[src/rtl/core_sequencer_pkg.sv]
`default_nettype none
// +--------------------------------------------------------------------+
// | core_sequencer_pkg: sequencer states, trap causes, RV32I opcodes   |
// | Rev 1.0                                                            |
// +--------------------------------------------------------------------+
package core_sequencer_pkg;

  typedef enum logic [2:0] {
    ST_IDLE      = 3'd0,
    ST_FETCH     = 3'd1,
    ST_DECODE    = 3'd2,
    ST_EXECUTE   = 3'd3,
    ST_MEM       = 3'd4,
    ST_WRITEBACK = 3'd5,
    ST_TRAP      = 3'd6
  } state_t;

  typedef enum logic [1:0] {
    CAUSE_NONE    = 2'd0,
    CAUSE_ILLEGAL = 2'd1,
    CAUSE_IMEM_TO = 2'd2,
    CAUSE_DMEM_TO = 2'd3
  } cause_t;

  localparam logic [6:0] OP_OP     = 7'b0110011;
  localparam logic [6:0] OP_OP_IMM = 7'b0010011;
  localparam logic [6:0] OP_LOAD   = 7'b0000011;
  localparam logic [6:0] OP_STORE  = 7'b0100011;
  localparam logic [6:0] OP_BRANCH = 7'b1100011;
  localparam logic [6:0] OP_JAL    = 7'b1101111;
  localparam logic [6:0] OP_JALR   = 7'b1100111;
  localparam logic [6:0] OP_LUI    = 7'b0110111;
  localparam logic [6:0] OP_AUIPC  = 7'b0010111;

  function automatic logic is_legal_opcode(input logic [6:0] op);
    case (op)
      OP_OP, OP_OP_IMM, OP_LOAD, OP_STORE, OP_BRANCH,
      OP_JAL, OP_JALR, OP_LUI, OP_AUIPC: return 1'b1;
      default:                           return 1'b0;
    endcase
  endfunction

endpackage
`default_nettype wire

[src/rtl/core_sequencer_timeout_ctr.sv]
`default_nettype none
// +--------------------------------------------------------------------+
// | seq_timeout_ctr: per-access wait counter, expires at TIMEOUT-1     |
// | Rev 1.0                                                            |
// +--------------------------------------------------------------------+
module seq_timeout_ctr #(
  parameter int TIMEOUT = 16
) (
  input  logic clk,
  input  logic rst,
  input  logic i_clr,
  input  logic i_en,
  output logic o_expired
);

  localparam int W = $clog2(TIMEOUT);
  localparam logic [W-1:0] c_last = W'(TIMEOUT - 1);

  logic [W-1:0] r_cnt;

  // Saturates at the last count so a held enable can never wrap past expiry.
  always_ff @(posedge clk) begin
    if (rst || i_clr) begin
      r_cnt <= '0;
    end else if (i_en && (r_cnt != c_last)) begin
      r_cnt <= r_cnt + W'(1);
    end
  end

  assign o_expired = (r_cnt == c_last);

endmodule
`default_nettype wire

[src/rtl/core_sequencer.sv]
`default_nettype none
// +--------------------------------------------------------------------+
// | core_sequencer: multi-cycle fetch/decode/execute control FSM       |
// | Rev 1.0                                                            |
// +--------------------------------------------------------------------+
module core_sequencer #(
  parameter int TIMEOUT = 16,
  parameter int CNT_W   = 32
) (
  input  logic             clk,
  input  logic             reset,
  input  logic             run,
  input  logic [6:0]       opcode,
  input  logic             mem_read,
  input  logic             mem_write,
  input  logic             imem_ack,
  input  logic             dmem_ack,
  output logic             imem_req,
  output logic             dmem_req,
  output logic             dmem_we,
  output logic             ir_load,
  output logic             rf_we,
  output logic             pc_en,
  output logic             retire,
  output logic             busy,
  output logic             trap,
  output logic [1:0]       trap_cause,
  output logic [CNT_W-1:0] instret
);
  import core_sequencer_pkg::*;

  state_t           r_state;
  state_t           w_state_nxt;
  state_t           w_boundary;
  cause_t           r_cause;
  cause_t           w_cause_nxt;
  logic [CNT_W-1:0] r_instret;
  logic             w_expired;
  logic             w_wait_en;
  logic             w_wait_clr;

  assign w_wait_en  = (r_state == ST_FETCH) || (r_state == ST_MEM);
  assign w_wait_clr = !w_wait_en
                    || ((r_state == ST_FETCH) && imem_ack)
                    || ((r_state == ST_MEM) && dmem_ack);

  seq_timeout_ctr #(.TIMEOUT(TIMEOUT)) u_wait_ctr (
    .clk       (clk),
    .rst       (reset),
    .i_clr     (w_wait_clr),
    .i_en      (w_wait_en),
    .o_expired (w_expired)
  );

  always_ff @(posedge clk) begin
    if (reset) begin
      r_state   <= ST_IDLE;
      r_cause   <= CAUSE_NONE;
      r_instret <= '0;
    end else begin
      r_state <= w_state_nxt;
      r_cause <= w_cause_nxt;
      if (retire) begin
        r_instret <= r_instret + CNT_W'(1);
      end
    end
  end

  // run is only consulted where an instruction retires.
  assign w_boundary = run ? ST_FETCH : ST_IDLE;

  always_comb begin
    w_state_nxt = r_state;
    w_cause_nxt = r_cause;
    case (r_state)
      ST_IDLE:      if (run) w_state_nxt = ST_FETCH;
      ST_FETCH: begin
        if (imem_ack) begin
          w_state_nxt = ST_DECODE;
        end else if (w_expired) begin
          w_state_nxt = ST_TRAP;
          w_cause_nxt = CAUSE_IMEM_TO;
        end
      end
      ST_DECODE: begin
        if (is_legal_opcode(opcode)) begin
          w_state_nxt = ST_EXECUTE;
        end else begin
          w_state_nxt = ST_TRAP;
          w_cause_nxt = CAUSE_ILLEGAL;
        end
      end
      ST_EXECUTE: begin
        if (opcode == OP_BRANCH)         w_state_nxt = w_boundary;
        else if (mem_read || mem_write)  w_state_nxt = ST_MEM;
        else                             w_state_nxt = ST_WRITEBACK;
      end
      ST_MEM: begin
        if (dmem_ack) begin
          w_state_nxt = mem_read ? ST_WRITEBACK : w_boundary;
        end else if (w_expired) begin
          w_state_nxt = ST_TRAP;
          w_cause_nxt = CAUSE_DMEM_TO;
        end
      end
      ST_WRITEBACK: w_state_nxt = w_boundary;
      ST_TRAP:      w_state_nxt = ST_TRAP;
      default:      w_state_nxt = ST_IDLE;
    endcase
  end

  always_comb begin
    imem_req = 1'b0;
    dmem_req = 1'b0;
    dmem_we  = 1'b0;
    ir_load  = 1'b0;
    rf_we    = 1'b0;
    retire   = 1'b0;
    case (r_state)
      ST_FETCH: begin
        imem_req = 1'b1;
        ir_load  = imem_ack;
      end
      ST_EXECUTE:   retire = (opcode == OP_BRANCH);
      ST_MEM: begin
        dmem_req = 1'b1;
        dmem_we  = mem_write;
        retire   = dmem_ack && !mem_read;
      end
      ST_WRITEBACK: begin
        rf_we  = 1'b1;
        retire = 1'b1;
      end
      default: ;
    endcase
  end

  assign pc_en      = retire;
  assign busy       = (r_state != ST_IDLE) && (r_state != ST_TRAP);
  assign trap       = (r_state == ST_TRAP);
  assign trap_cause = r_cause;
  assign instret    = r_instret;

endmodule
`default_nettype wire

[config.mk]
export PLATFORM = sky130hd
export DESIGN_NAME = core_sequencer
export DESIGN_NICKNAME = d
export VERILOG_FILES = /design/src/rtl/core_sequencer_pkg.sv /design/src/rtl/core_sequencer_timeout_ctr.sv /design/src/rtl/core_sequencer.sv
export SDC_FILE = /design/constraint.sdc
export NUM_CORES = 1
export LEC_CHECK = 0
export CAP_MARGIN = 20
export CELL_PAD_IN_SITES_DETAIL_PLACEMENT = 0
export CELL_PAD_IN_SITES_GLOBAL_PLACEMENT = 1
export CORE_UTILIZATION = 34
export CTS_CLUSTER_DIAMETER = 60
export CTS_CLUSTER_SIZE = 40
export DETAILED_ROUTE_END_ITERATION = 6
export HOLD_SLACK_MARGIN = 0.08
export PLACE_DENSITY = 0.85
export SYNTH_ARGS = -nofsm -noshare
export SYNTH_HDL_FRONTEND = slang
export SYNTH_SLANG_ARGS = --single-unit
[constraint.sdc]
create_clock -name clk -period 1.96 [get_ports clk]
set_input_delay 0.392 -clock clk [delete_from_list [all_inputs] [get_ports clk]]
set_output_delay 0.392 -clock clk [all_outputs]
set_load 0.01 [all_outputs]
# Yosys cells after proc, flatten, opt, wreduce, memory -nomap -nowiden
# Cells that the tools add are included.
[word_totals]
in_bits = 14
wordCells = 71
output_inout_bits = 43
reg_bits = 41
[op_classes]
n_mux = 24
addsub = 2
n_reduce_logical = 17
n_eq_ne = 24
[ops]
columns = ["op", "n"]
rows = [
  ["$add 32x1->32 const B", 1],
  ["$eq 7x6->1 const B", 3],
  ["$eq 7x7->1 const B", 3],
  ["$mux 3", 7],
  ["$pmux 3 s7", 1],
  ["$eq 7x5->1 const B", 2],
  ["$mux 2", 5],
  ["$eq 3x3->1 const B", 3],
  ["$mux 1", 9],
  ["$reduce_or 9->1", 1],
  ["$ne 2x2->1 const B", 4],
  ["$eq 7x2->1 const B", 1],
  ["$eq 3x2->1 const B", 2],
  ["$pmux 2 s3", 1],
  ["$reduce_and 6->1", 1],
  ["$reduce_bool 3->1", 2],
  ["$logic_and 1x1->1", 5],
  ["$logic_or 1x1->1", 5],
  ["$add 4x1->4 const B", 1],
  ["$eq 4x4->1 const B", 1],
  ["$ne 2x1->1 const B", 2],
  ["$ne 4x4->1 const B", 1],
  ["$eq 3x1->1 const B", 1],
  ["$logic_not 3->1", 1],
  ["other kinds (3)", 4],
]

# Logic depth before layout (Yosys ltp)
[logic_depth]
word_depth = 6
depth_mapped = 7
mapped_depth_nobuf = 5

# Modules after synthesis
# Synthesis repeated with hierarchy kept, for this count alone.
[hier_totals]
cells_unflattened = 278
hier_area_um2 = 2328.5
[by_module_without_submodules]
columns = ["module", "cells_each", "n_inst", "area_per_inst_um2", "seq_area_each_um2"]
rows = [
  ["core_sequencer", 256, 1, 2117.0, 740.7],
  ["seq_timeout_ctr", 22, 1, 211.5, 80.1],
]

# Worst setup path before layout
# Ideal clock, no wire load.
[synth_path]
path_kind = "input to register"
startpoint = "input opcode[3]"
endpoint = "register r_instret[29], in the netlist instret[29]"
arrival_time_ns = 1.910
path_slack_ns = -0.073
path_stages = 5
n_path_buf = 1
required_ns = 1.837
setup_time_ns = 0.123
path_cell_list = "nand4bb_1 -> or4_4 -> buf_6 -> a2111oi_4 -> mux2_1"
[synth_between]
elab_chain_cells = 2
[synth_lines]
columns = ["element", "line", "text"]
rows = [
  ["start: declaration", "core_sequencer.sv:13", "input logic [6:0] opcode,"],
  ["$eq 7x7->1", "core_sequencer.sv:124", "ST_EXECUTE: retire = (opcode == OP_BRANCH);"],
  ["$pmux 1 s3", "core_sequencer.sv:119", "case (r_state)"],
  ["end signal: assignment", "core_sequencer.sv:64", "r_instret <= r_instret + CNT_W'(1);"],
  ["end: declaration", "core_sequencer.sv:37", "logic [CNT_W-1:0] r_instret;"],
]
# No other way between the ends.
# A chain may end at the register's enable or synchronous reset.

# Worst setup path in the final report
[layout_path]
startpoint = "register r_state[2]"
endpoint = "register r_instret[26], in the netlist instret[26]"
[layout_between]
elab_chain_cells = 2
elab_cells_between_ends = 4
cone_classes = "eq/ne: 3; mux: 1"
[layout_lines]
columns = ["element", "line", "text"]
rows = [
  ["start: declaration", "core_sequencer.sv:32", "state_t r_state;"],
  ["start signal: assignment", "core_sequencer.sv:61", "r_state <= w_state_nxt;"],
  ["$eq 3x3->1 / $eq 3x2->1 (equally long branches)", "core_sequencer.sv:119", ""],
  ["$pmux 1 s3 *", "core_sequencer.sv:119", ""],
]
# Mark *: on every way between the ends. The rest lies on a longest branch, timed or not.

==> flow_summary.html <==
<table>
<tr><th>Metric</th><th>Value</th></tr>
<tr><th colspan="2">Detailed routing</th></tr>
<tr><td>DRC Markers</td><td>0</td></tr>
<tr><td>Vias</td><td>2620</td></tr>
<tr><td>Via-to-Cell Ratio</td><td>5.14</td></tr>
<tr><td>Routed len/inst</td><td>14.1 microns</td></tr>
<tr><td>DRT Pass-1 Iters</td><td>4</td></tr>
<tr><td>Total wire length after detailed routing</td><td>7190 microns</td></tr>
<tr><td>Initial detailed-routing violation count</td><td>104</td></tr>
<tr><td>Post-route ant nets</td><td>0</td></tr>
<tr><th colspan="2">Logic synthesis</th></tr>
<tr><td>Cell taking the most area after synthesis</td><td>sky130_fd_sc_hd__dfxtp_1</td></tr>
<tr><td>Number of enable-type register cells in the synthesized netlist</td><td>0</td></tr>
<tr><td>Sequential share of the synthesized area</td><td>0.317</td></tr>
<tr><td>Proportion of register bits with asynchronous set or reset after synthesis</td><td>0</td></tr>
<tr><td>Yosys Warn Count</td><td>0</td></tr>
<tr><td>Most common library cells after synthesis</td><td>41 x sky130_fd_sc_hd__dfxtp_1, 40 x sky130_fd_sc_hd__nor2_1, 25 x sky130_fd_sc_hd__nor2b_1, 22 x sky130_fd_sc_hd__mux2_2, 16 x sky130_fd_sc_hd__a21oi_1</td></tr>
<tr><td>Area share of the largest cell type after synthesis</td><td>0.317</td></tr>
<tr><td>Cell variety after synth</td><td>56</td></tr>
<tr><td>Main flop type after synthesis</td><td>sky130_fd_sc_hd__dfxtp_1</td></tr>
<tr><td>Area of the mapped netlist</td><td>2590 sq um</td></tr>
<tr><td>Synthesized netlist net count</td><td>316</td></tr>
<tr><td>Cell with the most instances after synthesis</td><td>sky130_fd_sc_hd__dfxtp_1</td></tr>
<tr><td>Top cells by area, synth</td><td>sky130_fd_sc_hd__dfxtp_1 32%, sky130_fd_sc_hd__mux2_2 9.6%, sky130_fd_sc_hd__nor2b_1 6.0%</td></tr>
<tr><td>Mean Syn Cell Area</td><td>8.64 sq um</td></tr>
<tr><td>Register bit count reported by yosys</td><td>41</td></tr>
<tr><td>Instance count of the mapped netlist</td><td>300</td></tr>
<tr><th colspan="2">Placement</th></tr>
<tr><td>Global placement routability congestion</td><td>0.798</td></tr>
<tr><td>Half-perimeter wire length after detailed placement</td><td>4950 microns</td></tr>
<tr><td>Number of port buffers</td><td>56</td></tr>
<tr><th colspan="2">Critical path</th></tr>
<tr><td>Kind of end point of the critical path</td><td>flop</td></tr>
<tr><td>Arrival @ worst endpoint</td><td>2.17 ns</td></tr>
<tr><td>Type of the setup path with the least slack</td><td>reg2reg</td></tr>
<tr><td>Worst path top cell family by delay</td><td>simple AND/OR/NAND/NOR gates</td></tr>
<tr><td>Kind of launch point of the worst setup path</td><td>flop</td></tr>
<tr><td>Slowest CP cell</td><td>sky130_fd_sc_hd__or4_4</td></tr>
<tr><td>Delay of the slowest cell on the worst path</td><td>0.57 ns</td></tr>
<tr><td>Worst-path cell chain</td><td>nand3b_4, or4_4, buf_12, a2111oi_4, mux2_4</td></tr>
<tr><td>Required time worst endpoint</td><td>2.14 ns</td></tr>
<tr><td>CP Buf/Inv Count</td><td>1</td></tr>
<tr><td>Largest fanout on the critical path</td><td>5</td></tr>
<tr><th colspan="2">Global route</th></tr>
<tr><td>Initial antenna violation count</td><td>0</td></tr>
<tr><td>Total Routing Usage GR</td><td>0.185</td></tr>
<tr><td>Total grt overflow</td><td>0</td></tr>
<tr><td>First-pass GRT wire length</td><td>11400 microns</td></tr>
<tr><td>Pin count of the biggest net entering global routing</td><td>66</td></tr>
<tr><td>Via count of the first global-routing pass</td><td>2512</td></tr>
<tr><th colspan="2">Pwr</th></tr>
<tr><td>Post-layout total power</td><td>0.00163 W</td></tr>
<tr><td>Power density cells</td><td>395 nW/um^2</td></tr>
<tr><td>Worst ir drop on vdd</td><td>218 uV</td></tr>
<tr><td>Leakage power</td><td>1.57 nW</td></tr>
<tr><th colspan="2">Final layout</th></tr>
<tr><td>Proportion of layout cells with a drive suffix above 1</td><td>0.375</td></tr>
<tr><td>Layout overhead on the synthesized area</td><td>59.5%</td></tr>
<tr><td>Layout Nets</td><td>427</td></tr>
<tr><td>Ant. Diodes</td><td>0</td></tr>
<tr><th colspan="2">STA</th></tr>
<tr><td>Setup Viol. Count Final</td><td>4</td></tr>
<tr><td>Min Tclk post-route</td><td>1.99 ns</td></tr>
<tr><td>Final count of hold timing violations</td><td>0</td></tr>
<tr><td>Relative slew slack</td><td>0.616</td></tr>
<tr><td>Slew Viols, Final</td><td>0</td></tr>
<tr><td>Smallest hold slack</td><td>0.474 ns</td></tr>
<tr><td>Highest clock rate</td><td>0.503 GHz</td></tr>
<tr><td>Unrepaired setup endpoints after global routing</td><td>yes</td></tr>
<tr><td>Share of the clock period used by the worst path</td><td>1.02</td></tr>
<tr><td>Fin Clk Skew</td><td>0.00539 ns</td></tr>
<tr><td>Worst slew pin tran</td><td>0.569 ns</td></tr>
<tr><td>Crit path setup slack, layout</td><td>-0.0297 ns</td></tr>
<tr><th colspan="2">Clocking</th></tr>
<tr><td>Total number of H-tree levels</td><td>2</td></tr>
<tr><td>Clock Pin Slew Worst Setup and Hold Paths</td><td>0.08 ns</td></tr>
<tr><td>Number of buffers between clock root and the deepest sink</td><td>2</td></tr>
<tr><td>Clk Latency, worst-skew pair</td><td>0.29 ns</td></tr>
<tr><td>TritonCTS clock tree</td><td>done</td></tr>
<tr><td>Clock Sink Count</td><td>41</td></tr>
<tr><td>Number of buffers added by the clock tree synthesis step</td><td>5</td></tr>
<tr><td>Root buffer cell</td><td>sky130_fd_sc_hd__clkbuf_8</td></tr>
<tr><th colspan="2">Status</th></tr>
<tr><td>Failing checks</td><td>setup timing</td></tr>
<tr><td>Status</td><td>finished with violations</td></tr>
<tr><th colspan="2">Floorplan</th></tr>
<tr><td>Rows</td><td>31</td></tr>
<tr><td>Horizontal die dimension</td><td>89.3 microns</td></tr>
<tr><td>Effective utilization at floorplan</td><td>0.354</td></tr>
<tr><td>IO Count</td><td>57</td></tr>
<tr><td>Vertical extent of the die</td><td>89.3 microns</td></tr>
<tr><td>Core Footprint</td><td>7330 sq um</td></tr>
<tr><td>Die area</td><td>7980 sq um</td></tr>
<tr><th colspan="2">Job</th></tr>
<tr><td>Total of max-cap violations</td><td>0</td></tr>
<tr><th colspan="2">Min path</th></tr>
<tr><td>Type of the most critical hold path</td><td>reg2reg</td></tr>
</table>
==> area by class of cell <==
class	instances	area [sq um]
clock buffer	7	86.3
fill	649	3200
inverter	7	26.3
multi-input combinational	233	1960
sequential	41	837
tap	99	124
timing repair buffer	123	1100
==> layer usage <==
metal | up-vias | track usage | wire (microns)
met5 | - | 0 | 0
met4 | 0 | 0.0794 | 173
met3 | 16 | 0.0332 | 253
met2 | 52 | 0.303 | 3450
met1 | 1244 | 0.239 | 3320
li1 | 1308 | - | -
==> registers in the layout, summed over array words and instances, names as in the netlist <==
signal and count:
u_wait_ctr.r_cnt 4, r_state 3, instret 32, trap_cause 2
==> stage by stage <==
step                      setup WS, ns  cells  cell area, sq um  TNS (ns)  utilization
after global routing           -0.0841    510              4140    -0.363        0.564
after floorplan                -0.0270    300              2640    -0.121            -
after global placement          -0.556    496              3670    -15.70        0.501
final                          -0.0297    510              4140   -0.0672        0.564
after detailed placement        -0.621    496              3670    -16.56        0.501
after CTS                      -0.0761    510              4030    -0.220        0.550
==> report_power, final <==
group          internal, W  switching [W]  total (W)
clock network     0.000280       0.000279   0.000559
logic             0.000114       0.000115   0.000229
registers         0.000837     0.00000734   0.000844
total              0.00123       0.000402    0.00163
==> cells in the final DEF, fill, tap and decap left out, drive strengths merged, types with 5 or more instances in the layout <==
cell and n:
buf 72, dfxtp 41, nor2 40, clkdlybuf4s50 37
mux2 29, nor2b 25, a21oi 16, nand3 14
nand2 14, a211oi 10, a2111oi 8, dlygate4sd2 7
inv 7, clkbuf 7, nor3 6, and2 6
o21ai 6, clkdlybuf4s15 6, and4 5
==> repair_timing <==
item,CTS,global route
setup endpoints to repair,36,29
buffers inserted,6,1
hold buffers,0,0
pin swaps,10,6
resized for setup,75,36
cloned,1,0
==> logic make-up after synthesis <==
family | synth area share
AO/OA/AOI/OAI | 0.189
XOR/XNOR | 0.0101
adder cells (fa/ha/maj) | 0.00965
buffers and inverters | 0.0526
flip-flops | 0.317
multiplexers | 0.130
AND/OR/NAND/NOR | 0.292
==> worst paths after layout <==
kind,start,endpoint,slack [ns],cells past startpoint
setup / recovery,r_state[2],instret[26],-0.03,5
hold / removal,trap_cause[1],trap_cause[1],0.47,2
setup reg to reg,r_state[2],instret[26],-0.03,5
hold reg to reg,trap_cause[1],trap_cause[1],0.47,2
==> tightest hold or removal path, cell delays in order (launching register included) <==
cell and delay (ns):
sky130_fd_sc_hd__dfxtp_1 0.32, sky130_fd_sc_hd__o41ai_1 0.06, sky130_fd_sc_hd__a21oi_1 0.06
Power figures use the tool's default switching activity.
